### src/rtl/multicycle_ctrl.sv
// multicycle_ctrl -- control FSM for the multicycle RV32I datapath.
//
// Sequences fetch / decode / execute / memory / writeback for the latched
// instruction and drives the ALU operation code, every datapath select and
// every write enable. All outputs are Moore-style decodes of the state
// register, except where a handshake input is passed straight through
// (mem_ready in FETCH/MEMWRITE, zero in BRANCH).
//
// Ports:
//   clk        clock
//   rst_n      synchronous active-low reset; also masks write enables,
//              illegal and instr_done while low
//   instr      instruction register (op [6:0], funct3 [14:12], f7b5 [30])
//   zero       ALU zero flag, used to resolve branches
//   mem_ready  memory access completed this cycle
//   alu_ctrl   ALU operation code
//   alu_src_a  00 PC, 01 oldPC, 10 rs1
//   alu_src_b  00 rs2, 01 imm, 10 constant 4
//   imm_src    000 I, 001 S, 010 B, 011 J, 100 U
//   result_src 00 aluout reg, 01 data reg, 10 ALU direct, 11 imm
//   adr_src    memory address: 0 PC, 1 result
//   pc_write, ir_write, mem_write, reg_write  write enables
//   illegal    one-cycle pulse for an unsupported instruction
//   instr_done one-cycle pulse on the last cycle of an instruction
module multicycle_ctrl #(
  parameter int RESET_STATE = 0,
  parameter int ALU_CTRL_W  = 4
) (
  input  logic                  clk,
  input  logic                  rst_n,
  input  logic [31:0]           instr,
  input  logic                  zero,
  input  logic                  mem_ready,
  output logic [ALU_CTRL_W-1:0] alu_ctrl,
  output logic [1:0]            alu_src_a,
  output logic [1:0]            alu_src_b,
  output logic [2:0]            imm_src,
  output logic [1:0]            result_src,
  output logic                  adr_src,
  output logic                  pc_write,
  output logic                  ir_write,
  output logic                  mem_write,
  output logic                  reg_write,
  output logic                  illegal,
  output logic                  instr_done
);

  typedef enum logic [3:0] {
    S_FETCH    = 4'd0,
    S_DECODE   = 4'd1,
    S_MEMADR   = 4'd2,
    S_MEMREAD  = 4'd3,
    S_MEMWB    = 4'd4,
    S_MEMWRITE = 4'd5,
    S_EXECR    = 4'd6,
    S_EXECI    = 4'd7,
    S_AUIPC    = 4'd8,
    S_ALUWB    = 4'd9,
    S_LUI      = 4'd10,
    S_JAL      = 4'd11,
    S_JALR     = 4'd12,
    S_JALR2    = 4'd13,
    S_BRANCH   = 4'd14
  } state_t;

  localparam state_t RST_ST = state_t'(RESET_STATE[3:0]);

  localparam logic [ALU_CTRL_W-1:0] ALU_ADD  = ALU_CTRL_W'(0);
  localparam logic [ALU_CTRL_W-1:0] ALU_SUB  = ALU_CTRL_W'(1);
  localparam logic [ALU_CTRL_W-1:0] ALU_AND  = ALU_CTRL_W'(2);
  localparam logic [ALU_CTRL_W-1:0] ALU_OR   = ALU_CTRL_W'(3);
  localparam logic [ALU_CTRL_W-1:0] ALU_XOR  = ALU_CTRL_W'(4);
  localparam logic [ALU_CTRL_W-1:0] ALU_SLT  = ALU_CTRL_W'(5);
  localparam logic [ALU_CTRL_W-1:0] ALU_SLL  = ALU_CTRL_W'(6);
  localparam logic [ALU_CTRL_W-1:0] ALU_SLTU = ALU_CTRL_W'(7);
  localparam logic [ALU_CTRL_W-1:0] ALU_SRA  = ALU_CTRL_W'(8);
  localparam logic [ALU_CTRL_W-1:0] ALU_SRL  = ALU_CTRL_W'(9);

  localparam logic [6:0] OP_LOAD  = 7'b0000011;
  localparam logic [6:0] OP_STORE = 7'b0100011;
  localparam logic [6:0] OP_R     = 7'b0110011;
  localparam logic [6:0] OP_I     = 7'b0010011;
  localparam logic [6:0] OP_BR    = 7'b1100011;
  localparam logic [6:0] OP_JAL   = 7'b1101111;
  localparam logic [6:0] OP_JALR  = 7'b1100111;
  localparam logic [6:0] OP_LUI   = 7'b0110111;
  localparam logic [6:0] OP_AUIPC = 7'b0010111;

  localparam logic [2:0] IMM_I = 3'b000;
  localparam logic [2:0] IMM_S = 3'b001;
  localparam logic [2:0] IMM_B = 3'b010;
  localparam logic [2:0] IMM_J = 3'b011;
  localparam logic [2:0] IMM_U = 3'b100;

  state_t     state_q, state_d;
  logic [6:0] op;
  logic [2:0] funct3;
  logic       f7b5;
  logic       pc_write_c, ir_write_c, mem_write_c, reg_write_c;
  logic       illegal_c, done_c;
  logic       unused_instr_bits;

  assign op     = instr[6:0];
  assign funct3 = instr[14:12];
  assign f7b5   = instr[30];
  assign unused_instr_bits = ^{instr[31], instr[29:15], instr[11:7]};

  // R/I-type operation; f7b5 selects SUB only for R-type, SRA for both.
  function automatic logic [ALU_CTRL_W-1:0] funct_alu(input logic [2:0] f3,
                                                      input logic       b5,
                                                      input logic       rtype);
    logic [ALU_CTRL_W-1:0] r;
    case (f3)
      3'b000:  r = (rtype && b5) ? ALU_SUB : ALU_ADD;
      3'b001:  r = ALU_SLL;
      3'b010:  r = ALU_SLT;
      3'b011:  r = ALU_SLTU;
      3'b100:  r = ALU_XOR;
      3'b101:  r = b5 ? ALU_SRA : ALU_SRL;
      3'b110:  r = ALU_OR;
      default: r = ALU_AND;
    endcase
    return r;
  endfunction

  // Comparison used to resolve a branch; reserved funct3 falls back to ADD.
  function automatic logic [ALU_CTRL_W-1:0] branch_alu(input logic [2:0] f3);
    logic [ALU_CTRL_W-1:0] r;
    case (f3[2:1])
      2'b00:   r = ALU_SUB;
      2'b10:   r = ALU_SLT;
      2'b11:   r = ALU_SLTU;
      default: r = ALU_ADD;
    endcase
    return r;
  endfunction

  // BEQ/BGE/BGEU take on zero; BNE/BLT/BLTU take on !zero (SLT result 1).
  function automatic logic branch_take(input logic [2:0] f3, input logic z);
    logic t;
    case (f3)
      3'b000, 3'b101, 3'b111: t = z;
      3'b001, 3'b100, 3'b110: t = !z;
      default:                t = 1'b0;
    endcase
    return t;
  endfunction

  always_ff @(posedge clk) begin
    if (!rst_n) state_q <= RST_ST;
    else        state_q <= state_d;
  end

  always_comb begin
    state_d     = state_q;
    alu_ctrl    = ALU_ADD;
    alu_src_a   = 2'b00;
    alu_src_b   = 2'b00;
    imm_src     = 3'b000;
    result_src  = 2'b00;
    adr_src     = 1'b0;
    pc_write_c  = 1'b0;
    ir_write_c  = 1'b0;
    mem_write_c = 1'b0;
    reg_write_c = 1'b0;
    illegal_c   = 1'b0;
    done_c      = 1'b0;
    case (state_q)
      S_FETCH: begin
        alu_src_b  = 2'b10;
        result_src = 2'b10;
        pc_write_c = mem_ready;
        ir_write_c = mem_ready;
        if (mem_ready) state_d = S_DECODE;
      end
      S_DECODE: begin
        // Branch/jump target computed early into the aluout register.
        alu_src_a = 2'b01;
        alu_src_b = 2'b01;
        imm_src   = (op == OP_JAL) ? IMM_J : IMM_B;
        case (op)
          OP_LOAD, OP_STORE: state_d = S_MEMADR;
          OP_R:              state_d = S_EXECR;
          OP_I:              state_d = S_EXECI;
          OP_BR:             state_d = S_BRANCH;
          OP_JAL:            state_d = S_JAL;
          OP_JALR:           state_d = S_JALR;
          OP_LUI:            state_d = S_LUI;
          OP_AUIPC:          state_d = S_AUIPC;
          default: begin
            illegal_c = 1'b1;
            done_c    = 1'b1;
            state_d   = S_FETCH;
          end
        endcase
      end
      S_MEMADR: begin
        alu_src_a = 2'b10;
        alu_src_b = 2'b01;
        if (op == OP_LOAD) begin
          imm_src = IMM_I;
          state_d = S_MEMREAD;
        end else begin
          imm_src = IMM_S;
          state_d = S_MEMWRITE;
        end
      end
      S_MEMREAD: begin
        adr_src = 1'b1;
        if (mem_ready) state_d = S_MEMWB;
      end
      S_MEMWB: begin
        result_src  = 2'b01;
        reg_write_c = 1'b1;
        done_c      = 1'b1;
        state_d     = S_FETCH;
      end
      S_MEMWRITE: begin
        adr_src     = 1'b1;
        mem_write_c = 1'b1;
        if (mem_ready) begin
          done_c  = 1'b1;
          state_d = S_FETCH;
        end
      end
      S_EXECR: begin
        alu_src_a = 2'b10;
        alu_ctrl  = funct_alu(funct3, f7b5, 1'b1);
        state_d   = S_ALUWB;
      end
      S_EXECI: begin
        alu_src_a = 2'b10;
        alu_src_b = 2'b01;
        imm_src   = IMM_I;
        alu_ctrl  = funct_alu(funct3, f7b5, 1'b0);
        state_d   = S_ALUWB;
      end
      S_AUIPC: begin
        alu_src_a = 2'b01;
        alu_src_b = 2'b01;
        imm_src   = IMM_U;
        state_d   = S_ALUWB;
      end
      S_ALUWB: begin
        reg_write_c = 1'b1;
        done_c      = 1'b1;
        state_d     = S_FETCH;
      end
      S_LUI: begin
        result_src  = 2'b11;
        imm_src     = IMM_U;
        reg_write_c = 1'b1;
        done_c      = 1'b1;
        state_d     = S_FETCH;
      end
      S_JAL: begin
        // PC <- target held in aluout; ALU forms oldPC+4 for the link.
        alu_src_a  = 2'b01;
        alu_src_b  = 2'b10;
        pc_write_c = 1'b1;
        state_d    = S_ALUWB;
      end
      S_JALR: begin
        alu_src_a = 2'b10;
        alu_src_b = 2'b01;
        imm_src   = IMM_I;
        state_d   = S_JALR2;
      end
      S_JALR2: begin
        alu_src_a  = 2'b01;
        alu_src_b  = 2'b10;
        pc_write_c = 1'b1;
        state_d    = S_ALUWB;
      end
      S_BRANCH: begin
        alu_src_a  = 2'b10;
        alu_ctrl   = branch_alu(funct3);
        pc_write_c = branch_take(funct3, zero);
        illegal_c  = (funct3[2:1] == 2'b01);
        done_c     = 1'b1;
        state_d    = S_FETCH;
      end
      default: state_d = S_FETCH;
    endcase
  end

  // Reset masks every side effect so an abandoned instruction writes nothing.
  assign pc_write   = pc_write_c  & rst_n;
  assign ir_write   = ir_write_c  & rst_n;
  assign mem_write  = mem_write_c & rst_n;
  assign reg_write  = reg_write_c & rst_n;
  assign illegal    = illegal_c   & rst_n;
  assign instr_done = done_c      & rst_n;

endmodule

### config.mk
export PLATFORM = sky130hd
export DESIGN_NAME = multicycle_ctrl
export DESIGN_NICKNAME = d
export VERILOG_FILES = /design/src/rtl/multicycle_ctrl.sv
export SDC_FILE = /design/constraint.sdc
export NUM_CORES = 1
export LEC_CHECK = 0
export ABC_AREA = 1
export BUFFER_PORTS_ARGS = -buffer_cell sky130_fd_sc_hd__buf_2
export CORE_UTILIZATION = 42
export DETAILED_ROUTE_END_ITERATION = 6
export PLACE_DENSITY_LB_ADDON = 0.12
export SYNTH_ARGS = -nofsm -noshare
export SYNTH_HDL_FRONTEND = slang
export SYNTH_SLANG_ARGS = --single-unit
### constraint.sdc
create_clock -name clk -period 3.14 [get_ports clk]
set_clock_uncertainty 0.15 [all_clocks]
set_input_delay 0 -clock clk [delete_from_list [all_inputs] [get_ports clk]]
set_output_delay 0 -clock clk [all_outputs]
set_load 0.01 [all_outputs]
# Yosys cells after proc, flatten, opt, wreduce, memory -nomap -nowiden
# Index checks and enable logic that the tools add are counted.
# word_totals
ff_bits	4
wordCells	90
out_inout_bits	20
mem_bits_ro	0
ram_bits	0
mem_count	0
latch_bits	0
# classes
add_sub_neg	0
reduce_logical	19
div	0
order_cmp	0
n_eq_ne	36
muxes	28
bitwise_logic	6
n_mul	0
n_shift	0
# ops
cell	n
4-bit case mux with 7 select lines	3
4-bit case mux with 8 select lines	1
4-bit equality test (second input constant)	7
7-bit by 6-bit equality test with 1-bit output (second input constant)	3
7-bit equality test (second input constant)	3
3-bit case mux with 3 select lines	2
4-bit by 3-bit equality test with 1-bit output (second input constant)	4
5-bit OR reduction	3
7-bit by 5-bit equality test with 1-bit output (second input constant)	2
3-bit equality test (second input constant)	4
4-bit 2-to-1 mux	3
4-bit case mux with 3 select lines	1
3-bit OR reduction	4
1-bit 2-to-1 mux	10
9-bit OR reduction	1
4-bit by 2-bit equality test with 1-bit output (second input constant)	2
2-bit case mux with 2 select lines	2
2-bit OR reduction	4
4-bit OR reduction	2
7-bit by 2-bit equality test with 1-bit output (second input constant)	1
1-bit AND	6
3-bit by 2-bit equality test with 1-bit output (second input constant)	2
2-bit inequality test (second input constant)	3
1-bit case mux with 3 select lines	2
12 further kinds	14

# Depth between registers and ports, before layout
# Gate-level depths: netlist of the first run.
# depth
depth_word	5
mapped_depth	9
mapped_depth_nobuf	9

# Worst setup path after synthesis of the first run
# OpenSTA, ideal clock, no wires.
# synth_timing
kind	register to register
startpoint	register state_q[1]
endpoint	register state_q[0]
setup_time_ns	0.122
synth_period_minus_slack_ns	1.296
required_ns	2.868
n_path_buf	0
slack_ns	1.844
path_stages_with_launch	10
arrival_ns	1.024
path_cell_list	dfxtp_1 -> inv_1 -> nand2_2 -> inv_1 -> nand2_1 -> nand2_2 -> nor3_1 -> nand2_1 -> nand2_1 -> a21oi_2
# synth_via
elab_chain_len	3
elab_cells_between_ends	17
cone_classes	eq/ne (13); mux (1); reduce/logical (3)
# synth_lines
element	line_no	rtl
start, declared	95	state_t state_q, state_d;
start signal, assigned	151	else state_q <= state_d;
4-bit by 3-bit equality test with 1-bit output (tied with other cells)	168	case (state_q)
5-bit OR reduction (no source line) / 2-bit inequality test (equally long branches)	-	
4-bit case mux with 7 select lines / 3-bit AND reduction (equally long branches)	-	
# Parallel ways exist; a longest one is shown, timed or not.
# A chain may end at the register's enable or synchronous reset.

# Final worst setup path of the first run
# layout_timing
startpoint	register state_q[3]
endpoint	output port instr_done
# layout_via
elab_chain_len	4
elab_cells_between_ends	9
cone_classes	eq/ne (6); mux (1); bitwise (1); reduce/logical (1)
# layout_lines
element	line_no	rtl
4-bit equality test / 4-bit by 3-bit equality test with 1-bit output (equally long branches)	168	
4-bit OR reduction (no source line)	-	
1-bit case mux with 3 select lines *	168	
1-bit AND *	293	assign instr_done = done_c & rst_n;
end, declared	45	output logic instr_done
# Every way passes the cells marked *; elsewhere a longest branch is shown, timed or not.

==> metrics.txt, run 1 <==
post-synthesis instance total 145; post-CTS setup buffer count 0; pin count of the biggest net entering global routing 9; slew margin rel. 0.770; minimum clock period about 1.7 ns; ant diodes 0; Levels on crit path 7; largest register by flop count state_q; number of slew-limit violations in the final report 0; Core ar. 1560 sq um; footprint of the multi-input gates 566 sq um; clock-pin slew of the registers on the worst-case setup and hold paths 0.04 ns; placer's final routability congestion estimate 0.870; number of global-route vias before repair 878; total negative setup slack 0 ns; hold wc startpoint mem_ready; worst min-delay path class primary input to flop; global router's overall resource usage 0.242; mapped cell area 732 sq um; wire length of the first global-routing pass around 3600 um; Netlist cell types 26; ratio of cells with drive above 1 in the final layout 0.290; Worst-Skew Late Latency 0.24 ns; sequential fraction of the synthesis area 0.109; critical path's slowest cell sky130_fd_sc_hd__dfxtp_1; cell taking the most area after synthesis sky130_fd_sc_hd__nand2_1; Pleak 0.000595 uW; endpoints failing setup 0; Pre-Repair DR Iteration Count 6; number of buffers created by CTS 3; number of fillers in the final layout about 170; max FFs per register 4; top-area cell type share of the netlist area 0.277; Top delay family on crit path simple AND/OR/NAND/NOR gates; net count of the mapped netlist 181; final std cell area, no fill about 950 sq um; run status complete, but fails checks; worst reg2reg startpoint state_q[3]; IO Pins 56; area growth from synthesis to layout 30.4%; largest registers state_q x4; final routed wirelength across all metal layers 1970 um; Final ANT Viol Nets 0; Hold Path Stages 4; post-CTS sizing 0; CTS sink count 4; Critical Path End Type output pin; actual slew at the worst max-slew pin 0.345 ns; final-stage net count 221; worst-case clock buffer depth 2; post-detailed-placement half-perimeter wirelength approximately 1700 um; FF-to-FF path depth 7; aggregate global routing overflow 0; starting density of the core 0.470; CTS root buf sky130_fd_sc_hd__clkbuf_4; area occupied by registers 80.1 sq um; startpoint-to-endpoint class of the critical path flop to output pin; horizontal die dimension 43.7 um; post-synthesis sequential element count 4; H-tree levels 1; Pwr per Cell Area 209 nW/um^2; total power 200 uW; yosys warns 0; routed vias/inst around 5.1; count of input and output buffers 34; die boundary height around 44 um; count of buffering cells on the critical path with inverters included 2; number of placed cells counting well taps 195; Starting DRT DRC Count 23; die footprint 1910 sq um; number of design rule violations left after detail routing 3; TritonCTS clock tree done; CP peak stage delay 0.42 ns; critical register-to-register path endpoint state_q[0]; count of placed standard cells in the final layout, fillers left out 199; worst-case register-to-register setup slack between 1.5 and 2 ns; Critical Path Source Type flop; endpoints failing hold 0; ordered cell list for the critical path inv_2 -> nor2_1 -> nand2_1 -> nand3_1 -> nor2_1 -> a21oi_1 -> buf_2; Max-Cap Viols 0; Critical Path Fanout Max 4; endpoint of the worst hold-timing path state_q[2]; Area contributors post-synth sky130_fd_sc_hd__nand2_1 (28%), sky130_fd_sc_hd__dfxtp_1 (11%), sky130_fd_sc_hd__inv_1 (8.7%); antenna violations before repair 0; required time of the critical path 2.99 ns; number of placement rows 14; routed length per placed instance 9.88 um; area of placed instances 922 sq um; Post-Synthesis Mean Instance Area 5.05 sq um; routed via count 1008; upper clock frequency limit 582 MHz; violations in the final reports design-rule violations; setup repair after global routing missed its margin false; crit path DAT 1.57 ns; CP most frequent cell sky130_fd_sc_hd__nor2_1; final worst path period share 0.547; maximum vdd drop 250 uV
==> kinds of logic (layout without fill, tap and decap cells) <==
kind of cell              after synthesis  count (layout)  share of synthesized area
AOI/OAI and AO/OA                      20              20                      0.173
xor gates and xnor gates                1               1                     0.0120
buffers and inverters                  23              61                      0.118
DFF                                     4               4                      0.109
and+or+nand+nor                        97              97                      0.588
==> cell usage after synthesis <==
master and instances:
sky130_fd_sc_hd__a31oi_1 1, sky130_fd_sc_hd__xnor2_1 1, sky130_fd_sc_hd__nand3b_1 1, sky130_fd_sc_hd__inv_2 5, sky130_fd_sc_hd__nor3_1 4, sky130_fd_sc_hd__nand3_1 12, sky130_fd_sc_hd__a21boi_0 1, sky130_fd_sc_hd__nor2_4 3
sky130_fd_sc_hd__or2_2 1, sky130_fd_sc_hd__o21ai_0 1, sky130_fd_sc_hd__nand4_1 2, sky130_fd_sc_hd__dfxtp_1 4, sky130_fd_sc_hd__nand2_2 3, sky130_fd_sc_hd__o21bai_1 1, sky130_fd_sc_hd__nand2_1 54, sky130_fd_sc_hd__a21oi_2 2
sky130_fd_sc_hd__o32ai_1 1, sky130_fd_sc_hd__inv_1 17, sky130_fd_sc_hd__a21oi_1 9, sky130_fd_sc_hd__a221oi_1 1, sky130_fd_sc_hd__clkinv_1 1, sky130_fd_sc_hd__nor2_2 2, sky130_fd_sc_hd__nor2_1 15, sky130_fd_sc_hd__o22ai_1 1
sky130_fd_sc_hd__o21ai_1 1, sky130_fd_sc_hd__a22o_1 1
==> per-layer routing <==
layer / up-vias / wire length, um / GRT usage
li1: 546 / - / -
met1: 426 / 870 / 0.316
met2: 34 / 985 / 0.427
met3: 2 / 100 / 0.0250
met4: 0 / 10 / 0.0500
met5: - / 0 / 0
==> report_power, final <==
part	total (uW)	switching, uW	internal (uW)	leakage [uW]
Combinational	78.9	47.7	31.1	0.000549
Clock	64.6	21.7	42.8	0.0000138
Sequential	56.2	3.48	52.7	0.0000325
==> worst register-to-register path: stages, from the launching register on <==
cell and delay [ns]:
sky130_fd_sc_hd__dfxtp_1 0.42, sky130_fd_sc_hd__inv_2 0.08, sky130_fd_sc_hd__nand3_1 0.21, sky130_fd_sc_hd__nand2_1 0.11, sky130_fd_sc_hd__nor3_1 0.21, sky130_fd_sc_hd__nand2_1 0.07, sky130_fd_sc_hd__nand2_1 0.07, sky130_fd_sc_hd__a21oi_2 0.05
==> worst max path at each step <==
| stage | startpoint | to |
|---|---|---|
| after detailed placement | state_q[3] | state_q[0] |
| after global placement | state_q[3] | instr_done |
| after global routing | state_q[1] | pc_write |
| after floorplan | state_q[1] | state_q[0] |
| final | state_q[3] | instr_done |
| after CTS | state_q[3] | instr_done |
==> final cells by class <==
class	instances	share of cell area
Timing Repair Buffer	35	0.189
Inverter	23	0.0904
Tap cell	16	0.0210
Multi-Input combinational cell	118	0.592
Clock buffer	3	0.0236
Sequential cell	4	0.0839
==> timing repair <==
item,4_1_cts,5_1_grt
endpoints found under the hold margin,3,0
setup endpoints to repair,0,0
hold buffers,1,0
==> layout by cell type, fill, tap and decap left out, types with 2 or more instances in the layout <==
master,instances
sky130_fd_sc_hd__clkbuf_4,3
sky130_fd_sc_hd__nor3_1,4
sky130_fd_sc_hd__inv_1,17
sky130_fd_sc_hd__dfxtp_1,4
sky130_fd_sc_hd__nor2_1,15
sky130_fd_sc_hd__inv_2,5
sky130_fd_sc_hd__nor2_2,2
sky130_fd_sc_hd__nor2_4,3
sky130_fd_sc_hd__buf_2,34
sky130_fd_sc_hd__nand2_1,54
sky130_fd_sc_hd__nand3_1,12
sky130_fd_sc_hd__nand4_1,2
sky130_fd_sc_hd__nand2_2,3
sky130_fd_sc_hd__a21oi_1,9
sky130_fd_sc_hd__a21oi_2,2
==> per-stage QoR <==
step,hold slack (ns),worst slack (ns),utilization
after CTS,0.0213,1.42,0.612
after detailed placement,0.0766,1.66,0.591
after global placement,0.0734,1.69,0.591
after floorplan,-0.0528,1.84,-
final,0.0193,1.42,0.612
after global routing,0.0569,1.27,0.612
No activity file was read; power rests on OpenSTA's default activity.
==> run 2: changes to the inputs <==
--- a/config.mk
+++ b/config.mk
@@ -7,7 +7,7 @@
 export LEC_CHECK = 0
 export ABC_AREA = 1
 export BUFFER_PORTS_ARGS = -buffer_cell sky130_fd_sc_hd__buf_2
-export CORE_UTILIZATION = 42
+export CORE_UTILIZATION = 39
 export DETAILED_ROUTE_END_ITERATION = 6
 export PLACE_DENSITY_LB_ADDON = 0.12
 export SYNTH_ARGS = -nofsm -noshare
==> constraint.sdc (replaced) <==
create_clock -name clk -period 1.66 [get_ports clk]
set_clock_uncertainty 0.15 [all_clocks]
set_input_delay 0 -clock clk [delete_from_list [all_inputs] [get_ports clk]]
set_output_delay 0 -clock clk [all_outputs]
set_load 0.01 [all_outputs]
==> run 2 against run 1 <==
- the flow now finishes without violations
- sequential power grew 87%
- combinational power grew 110%
- sequential share of layout area is 0.39 points higher
- count of clock-buffer cells in the layout did not move
- design area rose by 10%
- largest cell class unchanged
- die area up 7.3%
- utilization is 0.81 points lower
- largest power group unchanged
- power grew 96%
==> metrics.txt, run 2 (synthesis gave the netlist of run 1 again) <==
slew margin rel. 0.800 (+0.0307); actual slew at the worst max-slew pin 0.298 ns (-0.0471 ns); number of design rule violations left after detail routing 0 (-3); NetSw 144 uW (+97%); setup repair after global routing missed its margin true; critical path's slowest cell sky130_fd_sc_hd__dfxtp_4; number of placement rows 15 (+1); clock-pin slew of the registers on the worst-case setup and hold paths 0.03 ns (about the same); number of slew-limit violations in the final report 0 (unchanged); Worst-Skew Late Latency 0.23 ns (about the same); Pleak 0.000632 uW (+6.1%); WHS 0.0429 ns (+0.0236 ns); H-tree levels 1 (unchanged); minimum clock period roughly 1.6 ns; CTS root buf sky130_fd_sc_hd__clkbuf_4; Critical Path Fanout Max 6 (+2); number of fillers in the final layout 195 (+18%); area of placed instances 933 sq um (+1.2%); routed length per placed instance 10.2 um (+3.2%); startpoint-to-endpoint class of the critical path flop to output pin; Max-Cap Viols 0 (unchanged); post-detailed-placement half-perimeter wirelength 1690 um (+0.27%); endpoints failing hold 0 (unchanged); Core ar. 1750 sq um (+12%); global router's overall resource usage 0.228 (-0.0135); Starting DRT DRC Count 23 (unchanged); IO Pins 56 (unchanged); Clock power frac 0.305 (-0.018); crit path DAT 1.45 ns (-0.12 ns); Final ANT Viol Nets 0 (unchanged); upper clock frequency limit 624 MHz; count of input and output buffers 34 (unchanged); number of buffers created by CTS 3 (unchanged); routed vias/inst 4.86 (-4.0%); required time of the critical path 1.51 ns (-1.48 ns); met2 capacity usage during global routing 0.386 (-0.0414); final-stage net count 227 (+2.7%); run status finished, final reports clean; starting density of the core 0.419 (-0.0501); fraction of power spent switching nets 0.367 (+0.00111); GR Layer Usage met3 0.0600 (+0.0350); total negative setup slack 0 ns (unchanged); largest register by flop count state_q; pin count of the biggest net entering global routing 9 (unchanged); max FFs per register 4 (unchanged); routed via count 1041 (+3.3%); register share of total power 0.268 (-0.014); Internal 248 uW (+96%); CTS sink count 4 (unchanged); maximum vdd drop 524 uV (+110%); ordered cell list for the critical path inv_4 -> nor2_4 -> nand2_2 -> a21oi_2 -> a21oi_1 -> a21oi_1 -> buf_2; die footprint 2050 sq um (+7.3%); worst min-delay path class primary input to flop; final std cell area, no fill 1050 sq um (+10%); Pwr per Cell Area 371 nW/um^2 (+78%); endpoints failing setup 0 (unchanged); TritonCTS clock tree done; Critical Path Source Type flop; wire length of the first global-routing pass 3510 um (-2.9%); largest registers state_q x4; final routed wirelength across all metal layers 2180 um (+11%); highest-count cells in the layout ignoring fill and taps sky130_fd_sc_hd__nand2_1 (52), sky130_fd_sc_hd__buf_2 (34), sky130_fd_sc_hd__inv_1 (15); horizontal die dimension 45.3 um (+3.6%); number of global-route vias before repair 859 (-2.2%); CP peak stage delay 0.38 ns (-0.04 ns); met1 capacity usage during global routing 0.304 (-0.0118); antenna violations before repair 0 (unchanged); Critical Path End Type output pin; Pre-Repair DR Iteration Count 4 (-2); aggregate global routing overflow 0 (unchanged); die boundary height 45.3 um (+3.6%); worst-case clock buffer depth 2 (unchanged); total power 391 uW (+96%); area growth from synthesis to layout 44.1%; final worst path period share 0.965; ratio of cells with drive above 1 in the final layout 0.360 (+0.0702); Comb power frac 0.427 (+0.032); CP most frequent cell sky130_fd_sc_hd__a21oi_1; global routing's busiest layer met2; placer's final routability congestion estimate 0.850 (-2.3%); ant diodes 0 (unchanged); most common library cell in the layout ignoring fill and taps sky130_fd_sc_hd__nand2_1
==> run 2: cell count changes in the layout (fill, tap and decap cells not counted), sizes merged <==
| cell | change |
|---|---|
| buf | +5 |
| dlygate4sd3 | +1 |
==> run 2: per-stage QoR <==
step / setup WS, ns / utilization / cells
2_1_floorplan: 0.364 / - / 145
4_1_cts: 0.00919 / 0.563 / 209
6_report: 0.0583 / 0.604 / 214
3_3_place_gp: 0.224 / 0.535 / 204
5_1_grt: -0.0377 / 0.604 / 214
3_5_place_dp: 0.176 / 0.535 / 204
==> run 2: path summary, 6_finish.rpt <==
check	startpoint	endpoint	slack, ns	cells after the start
hold reg to reg	state_q[3]	state_q[3]	0.54	4
hold / removal	instr[4]	state_q[1]	0.04	6
setup reg to reg	state_q[1]	state_q[2]	0.24	8
setup / recovery	state_q[1]	pc_write	0.06	7
==> run 2: power by group through the flow <==
stage | combinational, uW | sequential (uW) | clock, uW
after global routing | 188 | 106 | 139
after CTS | 153 | 107 | 125
after floorplan | 90.5 | 107 | 0
after global placement | 145 | 108 | 0
after detailed placement | 148 | 108 | 0
final | 167 | 105 | 119
==> run 2: worst max-delay path: cells and delay by family (launching register included) <==
| kind | cells | cell delay, ns |
|---|---|---|
| buf+inv | 2 | 0.19 |
| flops | 1 | 0.38 |
| simple gates | 2 | 0.30 |
| compound gates | 3 | 0.34 |
==> run 2: cell type report <==
class | count | area [sq um] | area share
Multi-Input combinational cell | 118 | 589 | 0.559
Timing Repair Buffer | 41 | 228 | 0.216
Sequential cell | 4 | 92.6 | 0.0878
Inverter | 23 | 91.3 | 0.0866
Tap cell | 25 | 31.3 | 0.0297
Clock buffer | 3 | 22.5 | 0.0214
==> run 2: per-layer routing <==
layer  wire, um  up-vias
met3         92        0
met4          0        0
met5          0        -
met2       1090       27
li1           -      556
met1       1000      458
==> run 2: repair_timing <==
item,in CTS,in global routing
setup endpoints to repair,4,6
hold endpoints to repair,2,0
gates resized for setup,4,13
hold buffers,2,0
pin swaps,0,4
setup buffers,0,5
==> run 3: changes to the inputs <==
==> constraint.sdc (replaced) <==
create_clock -name clk -period 1.71 [get_ports clk]
set_clock_uncertainty 0.15 [all_clocks]
set_input_delay 0 -clock clk [delete_from_list [all_inputs] [get_ports clk]]
set_output_delay 0 -clock clk [all_outputs]
set_load 0.01 [all_outputs]
==> run 3 against run 2 <==
- critical path type unchanged
- die area unchanged
- the flow now finishes with violations (negative hold slack)
- register-to-register slack better by 0.06 ns
- clock power about the same
- sequential share of layout area down 0.26 points
- design area down 5.3%
- power down 3.5%
- sequential power about the same
- highest routed layer unchanged
- wire length down 5.6%
- first-iteration DRC count up 74%
==> metrics.txt, run 3 (synthesis gave the netlist of run 1 again) <==
Hold Path Stages 4 (-2); Pleak 0.000613 uW (-3.0%); aggregate global routing overflow 0 (unchanged); Critical Path Fanout Max 7 (+1); ratio of cells with drive above 1 in the final layout 0.344 (-0.0157); routed length per placed instance 9.77 um (-4.2%); most common library cell in the layout ignoring fill and taps sky130_fd_sc_hd__nand2_1; endpoints failing setup 0 (unchanged); global router's overall resource usage 0.228 (unchanged); TritonCTS clock tree done; placer's final routability congestion estimate 0.850 (unchanged); starting density of the core 0.419 (unchanged); hold wc startpoint mem_ready; Critical Path End Type output pin; number of design rule violations left after detail routing 0 (unchanged); wire length of the first global-routing pass 3510 um (unchanged); max FFs per register 4 (unchanged); worst min-delay path class primary input to flop; Core ar. 1750 sq um (unchanged); die boundary height 45.3 um (unchanged); footprint of the multi-input gates 571 sq um (-3.2%); fraction of power spent switching nets 0.362 (-0.00429); area occupied by registers 85.1 sq um (-8.1%); WHS -0.00914 ns (-0.0520 ns); critical register-to-register path endpoint state_q[2]; startpoint-to-endpoint class of the critical path flop to output pin; Post-Route Utilization 0.572 (-0.0323); final worst path period share 0.928; NetSw 137 uW (-4.6%); Critical Path Source Type flop; Starting DRT DRC Count 40 (+74%); count of input and output buffers 34 (unchanged); Comb power frac 0.416 (-0.011); final routed wirelength across all metal layers 2060 um (-5.6%); maximum vdd drop 523 uV (-0.10%); slew margin rel. 0.757 (-0.0433); routed vias/inst 4.85 (-0.23%); Worst-Skew Late Latency 0.24 ns (about the same); setup slack of the critical path after layout 0.124 ns (+0.0652 ns); final-stage net count 224 (-1.3%); largest registers state_q x4; highest-count cells in the layout ignoring fill and taps sky130_fd_sc_hd__nand2_1 (53), sky130_fd_sc_hd__buf_2 (34), sky130_fd_sc_hd__inv_1 (15); pin count of the biggest net entering global routing 9 (unchanged); number of placement rows 15 (unchanged); IO Pins 56 (unchanged); minimum clock period 1.59 ns; register share of total power 0.275 (+0.007); CTS root buf sky130_fd_sc_hd__clkbuf_4; endpoints failing hold 1 (+1); total negative setup slack 0 ns (unchanged); violations in the final reports negative hold slack; number of slew-limit violations in the final report 0 (unchanged); Final ANT Viol Nets 0 (unchanged); required time of the critical path 1.56 ns (+0.05 ns); Internal 241 uW (-2.8%); crit path DAT 1.44 ns (about the same); number of buffers created by CTS 3 (unchanged); horizontal die dimension 45.3 um (unchanged); clock-pin slew of the registers on the worst-case setup and hold paths 0.04 ns (about the same); setup repair after global routing missed its margin false; post-detailed-placement half-perimeter wirelength 1690 um (unchanged); ant diodes 0 (unchanged); number of global-route vias before repair 859 (unchanged); die footprint 2050 sq um (unchanged); worst-case register-to-register setup slack 0.30 ns (+0.06 ns); Pwr per Cell Area 378 nW/um^2 (+2.0%); actual slew at the worst max-slew pin 0.364 ns (+0.0661 ns); H-tree levels 1 (unchanged); CTS sink count 4 (unchanged); run status complete, but fails checks; largest register by flop count state_q; worst-case clock buffer depth 2 (unchanged); Max-Cap Viols 0 (unchanged); pre-CTS setup slack 0.226 ns (+0.0500 ns); antenna violations before repair 0 (unchanged); Clock power frac 0.310 (+0.005); upper clock frequency limit 630 MHz; Pre-Repair DR Iteration Count 4 (unchanged); number of fillers in the final layout 197 (+1.0%); endpoint of the worst hold-timing path state_q[2]; worst reg2reg startpoint state_q[2]; area growth from synthesis to layout 36.4%; FF-to-FF path depth 8 (unchanged); routed via count 1024 (-1.6%)
## run 3: critical path, cell delays in order (launching register included)
cell	delay, ns
sky130_fd_sc_hd__dfxtp_2	0.40
sky130_fd_sc_hd__nor2_4	0.07
sky130_fd_sc_hd__inv_2	0.09
sky130_fd_sc_hd__nor2_2	0.07
sky130_fd_sc_hd__a221oi_1	0.32
sky130_fd_sc_hd__nand2_1	0.09
sky130_fd_sc_hd__buf_2	0.15
## run 3: what timing repair did
action,4_1_cts,5_1_grt
setup buffers,0,3
setup endpoints to repair,1,10
hold buffers,1,0
endpoints found under the hold margin,1,0
pin swaps,0,2
gates resized for setup,1,7
## run 3: metal layers
| metal | track usage | share of wire |
|---|---|---|
| met3 | 0.0600 | 0.065 |
| met4 | 0.0121 | 0 |
| met1 | 0.304 | 0.45 |
| met5 | 0 | 0 |
| met2 | 0.386 | 0.48 |
## run 3: layout make-up
class | count | area share
well taps | 25 | 0.0313
clock buffers | 3 | 0.0226
multi-input cells | 118 | 0.571
flip-flops and latches | 4 | 0.0852
inverters | 23 | 0.0865
repair buffers | 38 | 0.203
## run 3: power groups by stage
stage	clock [uW]	sequential, uW	combinational (uW)
2_1_floorplan	0	104	87.9
3_3_place_gp	0	105	141
3_5_place_dp	0	105	144
4_1_cts	122	104	146
5_1_grt	135	104	177
6_report	117	104	157
## run 3: how the worst max path moves through the flow
stage                     cells past startpoint           end  startpoint
after floorplan                               9    state_q[0]  state_q[1]
after global placement                        9    state_q[0]  state_q[1]
after detailed placement                      9    state_q[0]  state_q[1]
after CTS                                     7      pc_write  state_q[1]
after global routing                          7    instr_done  state_q[3]
final                                         6  alu_src_b[0]  state_q[2]
## run 3: through the flow
stage	hold WS (ns)	std cells	total power [uW]	cell area [sq um]
floorplan	-0.0528	145	192	732
global placement	0.0835	204	245	933
detailed placement	0.0873	204	249	933
CTS	0.000986	208	372	967
global route	0.00985	211	417	998
finish	-0.00914	211	378	998
